==> src/rtl/led_pkg.sv <==
// Shared definitions for the LED front-end: mode encodings, widths and timing defaults.
package led_pkg;

    localparam int CLK_HZ           = 27000000;
    localparam int MODE_W           = 2;
    localparam int DEBOUNCE_CYC_DEF = CLK_HZ / 50;   // 20 ms
    localparam int AUTO_CYC_DEF     = CLK_HZ * 5;    // 5 s

    typedef enum logic [MODE_W-1:0] {
        MODE_RUN_H2L  = 2'd0,
        MODE_RUN_L2H  = 2'd1,
        MODE_FILL_H2L = 2'd2
    } mode_t;

    // Step forward/backward through the three modes; any illegal code lands on MODE_RUN_H2L.
    function automatic mode_t mode_fwd(input mode_t m);
        case (m)
            MODE_RUN_H2L: return MODE_RUN_L2H;
            MODE_RUN_L2H: return MODE_FILL_H2L;
            default:      return MODE_RUN_H2L;
        endcase
    endfunction

    function automatic mode_t mode_back(input mode_t m);
        case (m)
            MODE_RUN_H2L:  return MODE_FILL_H2L;
            MODE_FILL_H2L: return MODE_RUN_L2H;
            default:       return MODE_RUN_H2L;
        endcase
    endfunction

endpackage

==> src/rtl/key_debounce.sv <==
// Single active-low key: two-flop synchroniser, stability filter and registered press pulse.
module key_debounce
    import led_pkg::*;
#(
    parameter int DEBOUNCE_CYC = DEBOUNCE_CYC_DEF
) (
    input  logic clk,
    input  logic rst_n,
    input  logic key_raw,
    output logic key_stable,
    output logic press
);

    localparam int CNT_W = (DEBOUNCE_CYC > 2) ? $clog2(DEBOUNCE_CYC) : 1;
    localparam logic [CNT_W-1:0] CNT_LAST = CNT_W'(DEBOUNCE_CYC - 1);

    logic             sync1_reg, sync2_reg;
    logic [CNT_W-1:0] cnt_reg, cnt_next;
    logic             stable_reg, stable_next;
    logic             stable_d_reg;
    logic             press_reg;

    // The counter only runs while the synchronised level disagrees with the accepted level.
    always_comb begin
        cnt_next    = '0;
        stable_next = stable_reg;
        if (sync2_reg != stable_reg) begin
            if (cnt_reg == CNT_LAST) begin
                stable_next = sync2_reg;
            end else begin
                cnt_next = cnt_reg + CNT_W'(1);
            end
        end
    end

    always_ff @(posedge clk or negedge rst_n) begin
        if (!rst_n) begin
            sync1_reg    <= 1'b1;
            sync2_reg    <= 1'b1;
            cnt_reg      <= '0;
            stable_reg   <= 1'b1;
            stable_d_reg <= 1'b1;
            press_reg    <= 1'b0;
        end else begin
            sync1_reg    <= key_raw;
            sync2_reg    <= sync1_reg;
            cnt_reg      <= cnt_next;
            stable_reg   <= stable_next;
            stable_d_reg <= stable_reg;
            press_reg    <= stable_d_reg & ~stable_reg;
        end
    end

    assign key_stable = stable_reg;
    assign press      = press_reg;

endmodule

==> src/rtl/key_mode_ctrl.sv <==
// Key front-end and mode FSM driving the LED pattern select; define AUTO_CYCLE_EN to
// add an idle timer that advances the mode automatically after AUTO_CYC quiet cycles.
module key_mode_ctrl
    import led_pkg::*;
#(
    parameter int DEBOUNCE_CYC = DEBOUNCE_CYC_DEF,
    parameter int AUTO_CYC     = AUTO_CYC_DEF
) (
    input  logic              clk,
    input  logic              rst_n,
    input  logic [1:0]        key,
    output logic [MODE_W-1:0] ctrl,
    output logic              mode_chg,
    output logic [1:0]        key_stable
);

    logic [1:0] press;
    logic       auto_tick;
    mode_t      mode_reg, mode_next;
    logic       chg_reg, chg_next;

    generate
        for (genvar gi = 0; gi < 2; gi++) begin : g_key
            key_debounce #(
                .DEBOUNCE_CYC (DEBOUNCE_CYC)
            ) u_debounce (
                .clk        (clk),
                .rst_n      (rst_n),
                .key_raw    (key[gi]),
                .key_stable (key_stable[gi]),
                .press      (press[gi])
            );
        end
    endgenerate

`ifdef AUTO_CYCLE_EN
    localparam logic [27:0] TIMER_LAST = 28'(AUTO_CYC - 1);

    logic [27:0] timer_reg, timer_next;

    // A press always restarts the idle period, even when it lands on the terminal count.
    always_comb begin
        timer_next = timer_reg + 28'd1;
        auto_tick  = 1'b0;
        if (|press) begin
            timer_next = '0;
        end else if (timer_reg == TIMER_LAST) begin
            timer_next = '0;
            auto_tick  = 1'b1;
        end
    end

    always_ff @(posedge clk or negedge rst_n) begin
        if (!rst_n) begin
            timer_reg <= '0;
        end else begin
            timer_reg <= timer_next;
        end
    end
`else
    assign auto_tick = 1'b0;
`endif

    always_comb begin
        mode_next = mode_reg;
        if (!(mode_reg inside {MODE_RUN_H2L, MODE_RUN_L2H, MODE_FILL_H2L})) begin
            mode_next = MODE_RUN_H2L;
        end
        case (press)
            2'b11:   mode_next = MODE_RUN_H2L;
            2'b01:   mode_next = mode_fwd(mode_reg);
            2'b10:   mode_next = mode_back(mode_reg);
            default: if (auto_tick) mode_next = mode_fwd(mode_reg);
        endcase
        chg_next = (mode_next != mode_reg);
    end

    always_ff @(posedge clk or negedge rst_n) begin
        if (!rst_n) begin
            mode_reg <= MODE_RUN_H2L;
            chg_reg  <= 1'b0;
        end else begin
            mode_reg <= mode_next;
            chg_reg  <= chg_next;
        end
    end

    assign ctrl     = mode_reg;
    assign mode_chg = chg_reg;

endmodule

==> config.mk <==
export PLATFORM = sky130hd
export DESIGN_NAME = key_mode_ctrl
export DESIGN_NICKNAME = d
export VERILOG_FILES = /design/src/rtl/led_pkg.sv /design/src/rtl/key_debounce.sv /design/src/rtl/key_mode_ctrl.sv
export SDC_FILE = /design/constraint.sdc
export NUM_CORES = 1
export LEC_CHECK = 0
export CORE_MARGIN = 1
export CORE_UTILIZATION = 44
export DETAILED_ROUTE_END_ITERATION = 8
export PLACE_DENSITY_LB_ADDON = 0.3
export SLEW_MARGIN = 20
export SYNTH_ARGS = -nofsm -noshare
export SYNTH_HDL_FRONTEND = slang
export SYNTH_HIERARCHICAL = 1
export SYNTH_SLANG_ARGS = --single-unit
==> constraint.sdc <==
create_clock -name clk -period 1.91 [get_ports clk]
set_clock_uncertainty 0.2 [all_clocks]
set_input_delay 0.2865 -clock clk [delete_from_list [all_inputs] [get_ports clk]]
set_output_delay 0.2865 -clock clk [all_outputs]
set_load 0.01 [all_outputs]
* After elaboration in Yosys (flattened, before gate mapping) *
Index checks and enable logic that the tools add are counted.

storage, ports and cells
  output and inout bits = 5
  latch bits = 0
  memories kept = 0
  memory bits (writable) = 0
  flip-flop bits (word level) = 53
  word-level logic and storage cells = 42
  memory bits (read-only) = 0

cells by class
  muxes and demuxes = 8
  multiply operators = 0
  div/mod/pow operators = 0
  bitwise gates (word level) = 4
  equality and inequality tests = 10
  magnitude comparators = 0
  reductions and logical operators = 4
  add/sub/neg operators = 2
  shifts and indexed selects = 0

operator list
  kind                     number
  $mux W20                 4
  $add A20 B1 Y20 const B  2
  $eq A20 B20 Y1 const B   2
  $pmux W2 S2              2
  $eq A2 B2 Y1 const B     3
  $pmux W2 S3              1
  $eq A2 B1 Y1 const B     2
  $reduce_and A2 Y1        2
  $reduce_bool A3 Y1       1
  $and A1 B1 Y1            2
  $logic_not A2 Y1         1
  $mux W2                  1
  $ne A1 B1 Y1             2
  $ne A2 B2 Y1             1
  $not A1 Y1               2

* Longest topological paths before layout *
Gate-level depths: netlist of the first run.

  depth after elaboration = 5
  gate-level depth with buffers = 6
  mapped depth without buffers = 5

* Cells and area by module *
The synthesis of the first run kept the hierarchy.

modules (own cells, without submodules)
  module                               area an instance (sq um)  instances  seq. area each (sq um)  cells an instance
  key_debounce at g_key[0].u_debounce  1207.4                    1          630.6                   114
  key_debounce at g_key[1].u_debounce  1174.9                    1          630.6                   115
  key_mode_ctrl                        153.9                     1          75.1                    13

* Worst setup path after synthesis of the first run *
Ideal clock, no wire load.

  kind = register to register
  start = register g_key[0].u_debounce.cnt_reg[16]
  end = register g_key[0].u_debounce.cnt_reg[12]
  path buffers = 1
  path slack = -0.040 ns
  data arrival time = 1.631 ns
  library setup time = 0.119 ns
  stages on the path, launching flop included = 6
  period minus slack after synthesis = 1.950 ns
  required time = 1.591 ns
  cell sequence = dfrtp_1 nor4_1 nand4b_1 o41ai_4 buf_6 nor2_1

between the ends
  longest elaborated chain between the ends = 3

ends and longest elaborated chain
  what                                        line                RTL
  start, declared                             key_debounce.sv:18  logic [CNT_W-1:0] cnt_reg, cnt_next;
  start signal, assigned                      key_debounce.sv:47  cnt_reg <= cnt_next;
  $eq A20 B20 Y1                              key_debounce.sv:28  if (cnt_reg == CNT_LAST) begin
  $mux W20                                    key_debounce.sv:28
  $mux W20                                    key_debounce.sv:27  if (sync2_reg != stable_reg) begin
  named net g_key[0].u_debounce.cnt_next[12]  key_debounce.sv:18

The timed path passes the listed nets, and every way through them passes these cells.
A chain may end at the register's enable or synchronous reset.

* Worst setup path after layout of the first run *
  start = register g_key[0].u_debounce.cnt_reg[9]
  end = register g_key[0].u_debounce.stable_reg

between the ends
  longest elaborated chain between the ends = 2

ends and longest elaborated chain
  what                                line                RTL
  $eq A20 B20 Y1                      key_debounce.sv:28
  $reduce_and A2 Y1 (no source line)  --
  end signal, assigned                key_debounce.sv:48  stable_reg <= stable_next;
  end, declared                       key_debounce.sv:19  logic stable_reg, stable_next;

No other way between the ends.

==> reports/metrics.csv, run 1 <==
metric,value,unit
Crit. End Element,register,
ys flop type,dfrtp_1,
leading area contributor after synthesis,dfrtp_1,
Ys Warns,6,
Post-Synth Simple-Gate Area,26.1,%
remaining global-route overflow,0,
Final Hold Fails,0,
Clock transition at path regs,90,ps
Rows,27,
Longest Clk Path Bufs,2,
FF-to-FF setup slack,-30,ps
first-pass GRT wire length,8490,um
Syn Nets,248,
CP Launch Point,g_key[0].u_debounce/cnt_reg[9],
Post-Layout Cell Count,367,
CP Launch Type,register,
placed instance count,353,
PD cells,609,nW/um2
period utilisation layout,102,%
synthesis-to-finish area growth,24.4,%
full die area,6070,um2
"Async S/R FF share, synth",100,%
Least-Margin Pin Slew,454,ps
outcome,finished with violations,
kind of critical path,register to register,
initial core utilization,45.8,%
DPL Wire Length,3460,um
Max Cap Viol,0,
"EDFF count, synth",0,
Vias,1967,
IO Pins,9,
routability cong.,0.801,
reg2reg path depth,5,
Synth Instances,242,
setup TNS after final layout,-92.3,ps
pre-CTS setup slack,-95.7,ps
die width,77.9,um
dominant cells by area after synthesis,"dfrtp_1 44%, dfstp_2 8.3%, xnor2_1 6.6%",
H-Tree Depth,2,
Post-Syn Area per Cell,10.5,um2
proportion of synthesized area in mux cells,0.888,%
die height,77.9,um
n_diodes,0,
CTS tree,done,
worst hold slack,156,ps
Critical path destination,g_key[0].u_debounce/key_stable,
Synth cell types,40,
fill count,468,
static leakage,1.28,nW
Tightest Hold Check Type,register to register,
Post-DRT Antenna Nets,0,
initial drt markers,63,
RSZ-0062 raised after global routing,true,
Final min period,1940,ps
DRC,0,
vias in the first global route,1876,
Worst IR Drop VDD,324,uV
Crit Path Max Fanout,2,
Mapped Area,2540,um2
Yosys reg bits,53,
Final setup viols,9,
largest net degree at the start of global routing,37,
Fmax,516,MHz
clock root cell,clkbuf_8,
R2R Path Start,g_key[0].u_debounce/cnt_reg[9],
CORE AREA,5540,um2
Num CTS Buffers,5,
Largest register FFs,40,
Critical R2R Capture,g_key[0].u_debounce/key_stable,
Final WS setup,-29.8,ps
Tot GR Track Use,17.8,%
Routed WL,4910,um
port bufs,8,
XOR/XNOR share of the synthesized area,10.0,%
main combinational cell family by area after synthesis,simple AND/OR/NAND/NOR gates,
"Slew Viols, Final",0,
Arrival @ worst endpoint,1980,ps
Post-Synth Adder-Cell Area,0.987,%
nets,300,
area share of the largest cell type after synthesis,44.4,%
Initial DRT Pass Iterations,5,
"Clk Latency, worst-skew pair",300,ps
"Req. time, crit path",1950,ps
Clock Sinks,53,
share of layout cells above drive strength 1,26.4,%
"Seq/Total Area, Yosys",52.7,%
Compound-Gate Fraction of Synth Area,7.05,%
Routed WL per cell,13.4,um
Slew HR,69.8,%
Via-to-Cell Ratio,5.36,
initial antenna violation count,0,
failing checks,setup timing,
==> where the power goes <==
group	switching (mW)	internal [mW]
Combinational	0.0570	0.0421
Clock	0.346	0.328
Sequential	0.00975	1.14
Total	0.413	1.51
==> per-stage QoR <==
stage	total power, mW	utilization, %	instance area [um2]
6_report	1.92	57.0	3160
5_1_grt	2.01	57.0	3160
3_5_place_dp	1.27	53.4	2960
3_3_place_gp	1.27	53.4	2960
2_1_floorplan	1.21	-	2540
4_1_cts	1.95	55.7	3090
==> cell type report <==
class                           instances  area, um2  area share, %
Clock buffer                            7       96.3           3.05
Clock inverter                          1       5.00          0.159
Inverter                               10       37.5           1.19
Multi-Input combinational cell        176       1200           38.0
Sequential cell                        53       1340           42.5
Tap cell                               72       90.1           2.85
Timing Repair Buffer                   48        388           12.3
==> layout by cell type, fill, tap and decap left out, drive strengths merged, types with 7 or more instances in the layout <==
cell and n:
o31ai 7, nor2 35, xnor2 19, a21oi 10, nor4 7, inv 10, nand2 15, dfstp 8
dfrtp 45, nand3 11, nand4 12, clkbuf 7, buf 40, or3 7, xor2 10
==> critical path, cell delays in order, from the launching register on <==
cell and delay, ps:
dfrtp_1 420, nor4b_4 300, nand4b_1 170, buf_4 170
nor4_2 240, mux2_2 370
==> cells by family (layout without fill, tap and decap cells) <==
logic type / after synthesis / after routing
simple gates: 118 / 118
flops: 53 / 53
xor+xnor: 29 / 29
compound gates: 25 / 25
buf+inv: 13 / 66
fa+ha+maj: 2 / 2
mux: 2 / 2
==> Yosys cell counts (3+ instances only) <==
cell / n
dfstp_2: 8
nand3_1: 10
nand2_1: 15
o21ai_0: 3
dfrtp_1: 45
xnor2_1: 19
and3_1: 3
nand4_1: 11
nor4_1: 7
or3_1: 6
xor2_1: 10
nor2_1: 35
o31ai_1: 7
a21oi_1: 10
nor4b_1: 4
nor3_1: 6
or4_1: 6
inv_1: 10
==> worst min path at each step <==
stage                                   from                             to  slack [ps]  cells after the start
2_1_floorplan                          rst_n                        ctrl[0]        -210                      0
3_3_place_gp                           rst_n                        ctrl[0]          50                      1
3_5_place_dp                           rst_n                        ctrl[0]          60                      1
4_1_cts        g_key[0].u_debounce/sync1_reg  g_key[0].u_debounce/sync2_reg         160                      0
5_1_grt        g_key[1].u_debounce/sync1_reg  g_key[1].u_debounce/sync2_reg         170                      0
6_report       g_key[1].u_debounce/sync1_reg  g_key[1].u_debounce/sync2_reg         160                      0
==> metal layers <==
| metal | vias to the layer above | wire, um | GRT usage [%] |
|---|---|---|---|
| met5 | - | 0 | 0 |
| met3 | 6 | 176 | 3.88 |
| met1 | 959 | 2390 | 24.6 |
| met2 | 32 | 2280 | 27.7 |
| li1 | 970 | - | - |
| met4 | 0 | 58 | 5.74 |
==> timing repair <==
action	4_1_cts	5_1_grt
hold buffers	1	0
pin swaps	3	4
resized for setup	4	12
setup endpoints to repair	3	24
buffers inserted	1	4
hold endpoints to repair	13	0
Power figures use the tool's default switching activity.
==> inputs of run 2 (changes only) <==
--- a/config.mk
+++ b/config.mk
@@ -5,6 +5,7 @@
 export SDC_FILE = /design/constraint.sdc
 export NUM_CORES = 1
 export LEC_CHECK = 0
+export CORE_ASPECT_RATIO = 0.75
 export CORE_MARGIN = 1
 export CORE_UTILIZATION = 44
 export DETAILED_ROUTE_END_ITERATION = 8
==> run 2 against run 1 <==
Against the previous run:
- the flow still finishes with violations (setup timing)
- sequential power barely moved
- sequential share of layout area rose by 0.11 points
- die area barely moved
- design area fell by 0.36%
- power fell by 2.6%
- sequential cell count did not move
- utilization rose by 0.85 points
- non-clock buffer count did not move
- final cell count rose by 0.54%
- critical path depth did not move
- first-iteration DRC count rose by 100%
- wire length barely moved
- largest cell class unchanged
==> reports/metrics.csv, run 2 (synthesized netlist as in run 1, its figures left out) <==
metric,value,unit
"commonest non-fill, non-tap cells in the layout","43 x dfrtp_1, 36 x buf_4, 35 x nor2_1, 19 x xnor2_1, 15 x nand2_1",
Final Hold Fails,0,
Arrival @ worst endpoint,1970,ps
share of layout cells above drive strength 1,24.5,%
synthesis-to-finish area growth,24.0,%
remaining global-route overflow,0,
Routed WL,4910,um
Critical-path top delay cell,dfrtp_2,
"Clk Latency, worst-skew pair",300,ps
full die area,6070,um2
die width,89.7,um
"Slew Viols, Final",0,
Tightest Hold Check Type,register to register,
port bufs,8,
Clock transition at path regs,90,ps
outcome,finished with violations,
clock root cell,clkbuf_8,
DRC,0,
H-Tree Depth,2,
die height,67.8,um
Final min period,1940,ps
Rows,23,
Via-to-Cell Ratio,5.22,
vias in the first global route,1661,
Worst IR Drop VDD,460,uV
Routed WL per cell,13.3,um
IO Pins,9,
static leakage,1.29,nW
PD cells,596,nW/um2
"Req. time, crit path",1940,ps
Longest Clk Path Bufs,2,
Crit Path Max Fanout,4,
CP Launch Point,g_key[0].u_debounce/cnt_reg[9],
nets,300,
CORE AREA,5440,um2
Final Cell Area,3140,um2
RSZ-0062 raised after global routing,true,
routability cong.,0.789,
CP Cell Sequence,"nor4b_4, nand4b_1, buf_4, nor4_2, mux2_2",
Clock Sinks,53,
Least-Margin Pin Slew,299,ps
DPL Wire Length,3430,um
Final setup viols,1,
R2R Path Start,g_key[0].u_debounce/cnt_reg[9],
Hold Path Origin,g_key[1].u_debounce/sync1_reg,
n_diodes,0,
Max Cap Viol,0,
peak per-stage delay on the critical path,440,ps
kind of critical path,register to register,
period utilisation layout,102,%
first-pass GRT wire length,7900,um
PnR Total Power,1.87,mW
CP Launch Type,register,
Tot GR Track Use,17.7,%
post-placement cell area,2940,um2
Slew HR,79.8,%
"commonest non-fill, non-tap cell in the layout",dfrtp_1,
initial drt markers,126,
failing checks,setup timing,
Num CTS Buffers,5,
Largest register FFs,40,
Initial DRT Pass Iterations,4,
initial core utilization,46.6,%
Fmax,515,MHz
fill count,456,
initial antenna violation count,0,
Final WS setup,-33.0,ps
Vias,1928,
largest net degree at the start of global routing,54,
Crit. End Element,register,
CTS tree,done,
Post-DRT Antenna Nets,0,
[run 2: cell count changes in the layout (fill, tap and decap cells not counted), moves of 2 or more]
cell	change
a21oi_2	-2
a21oi_1	+2
buf_6	+2
nor2_2	-2
buf_4	-2
nor2_1	+2
[run 2: worst paths after layout]
path                                                       end  slack [ps]  depth (start not counted)
worst max-delay path            g_key[0].u_debounce/key_stable         -30                          5
worst min-delay path             g_key[1].u_debounce/sync2_reg         170                          0
worst max register to register  g_key[0].u_debounce/key_stable         -30                          5
worst min register to register   g_key[1].u_debounce/sync2_reg         170                          0
max in group asynchronous        g_key[0].u_debounce/sync1_reg         920                          3
min in group asynchronous       g_key[1].u_debounce/cnt_reg[7]         300                          3
[run 2: area by class of cell]
cell class	count	area, um2	area share (%)
multi-input cells	176	1190	37.9
repair buffers	48	395	12.6
clock buffers	7	86.3	2.75
well taps	75	93.8	2.98
inverters	10	37.5	1.19
flip-flops and latches	53	1340	42.6
[run 2: report_power, final]
group,switching [mW],internal (mW),total [mW]
logic,0.0570,0.0450,0.102
registers,0.0103,1.14,1.15
clock network,0.333,0.288,0.621
[run 2: worst max-delay path: cells and delay by family (launching register included)]
kind | cells | cell delay (ps)
buffers and inverters | 1 | 170
multiplexers | 1 | 360
AND/OR/NAND/NOR | 3 | 700
flip-flops | 1 | 440
[run 2: through the flow]
step	TNS (ps)	setup slack, ps	std cells	util (%)	hold slack [ps]
3_3_place_gp	0	36.5	353	54.0	101
2_1_floorplan	0	14.9	242	-	-209
5_1_grt	-1480	-104	369	57.8	169
4_1_cts	-201	-23.6	362	56.0	166
3_5_place_dp	-35.6	-35.6	353	54.0	104
6_report	-33.0	-33.0	369	57.8	165
[run 2: timing repair]
item,in CTS,in global routing
endpoints found under the setup margin,5,23
buffers inserted,1,7
hold buffers,1,0
gates resized for setup,3,11
hold endpoints to repair,45,0
pin swaps,1,4
[run 2: layer usage]
layer,track usage [%],vias up,wire (um)
met5,0,-,0
met4,6.35,0,45
met3,4.03,4,121
met2,22.9,22,2070
met1,28.2,933,2670
li1,-,969,-
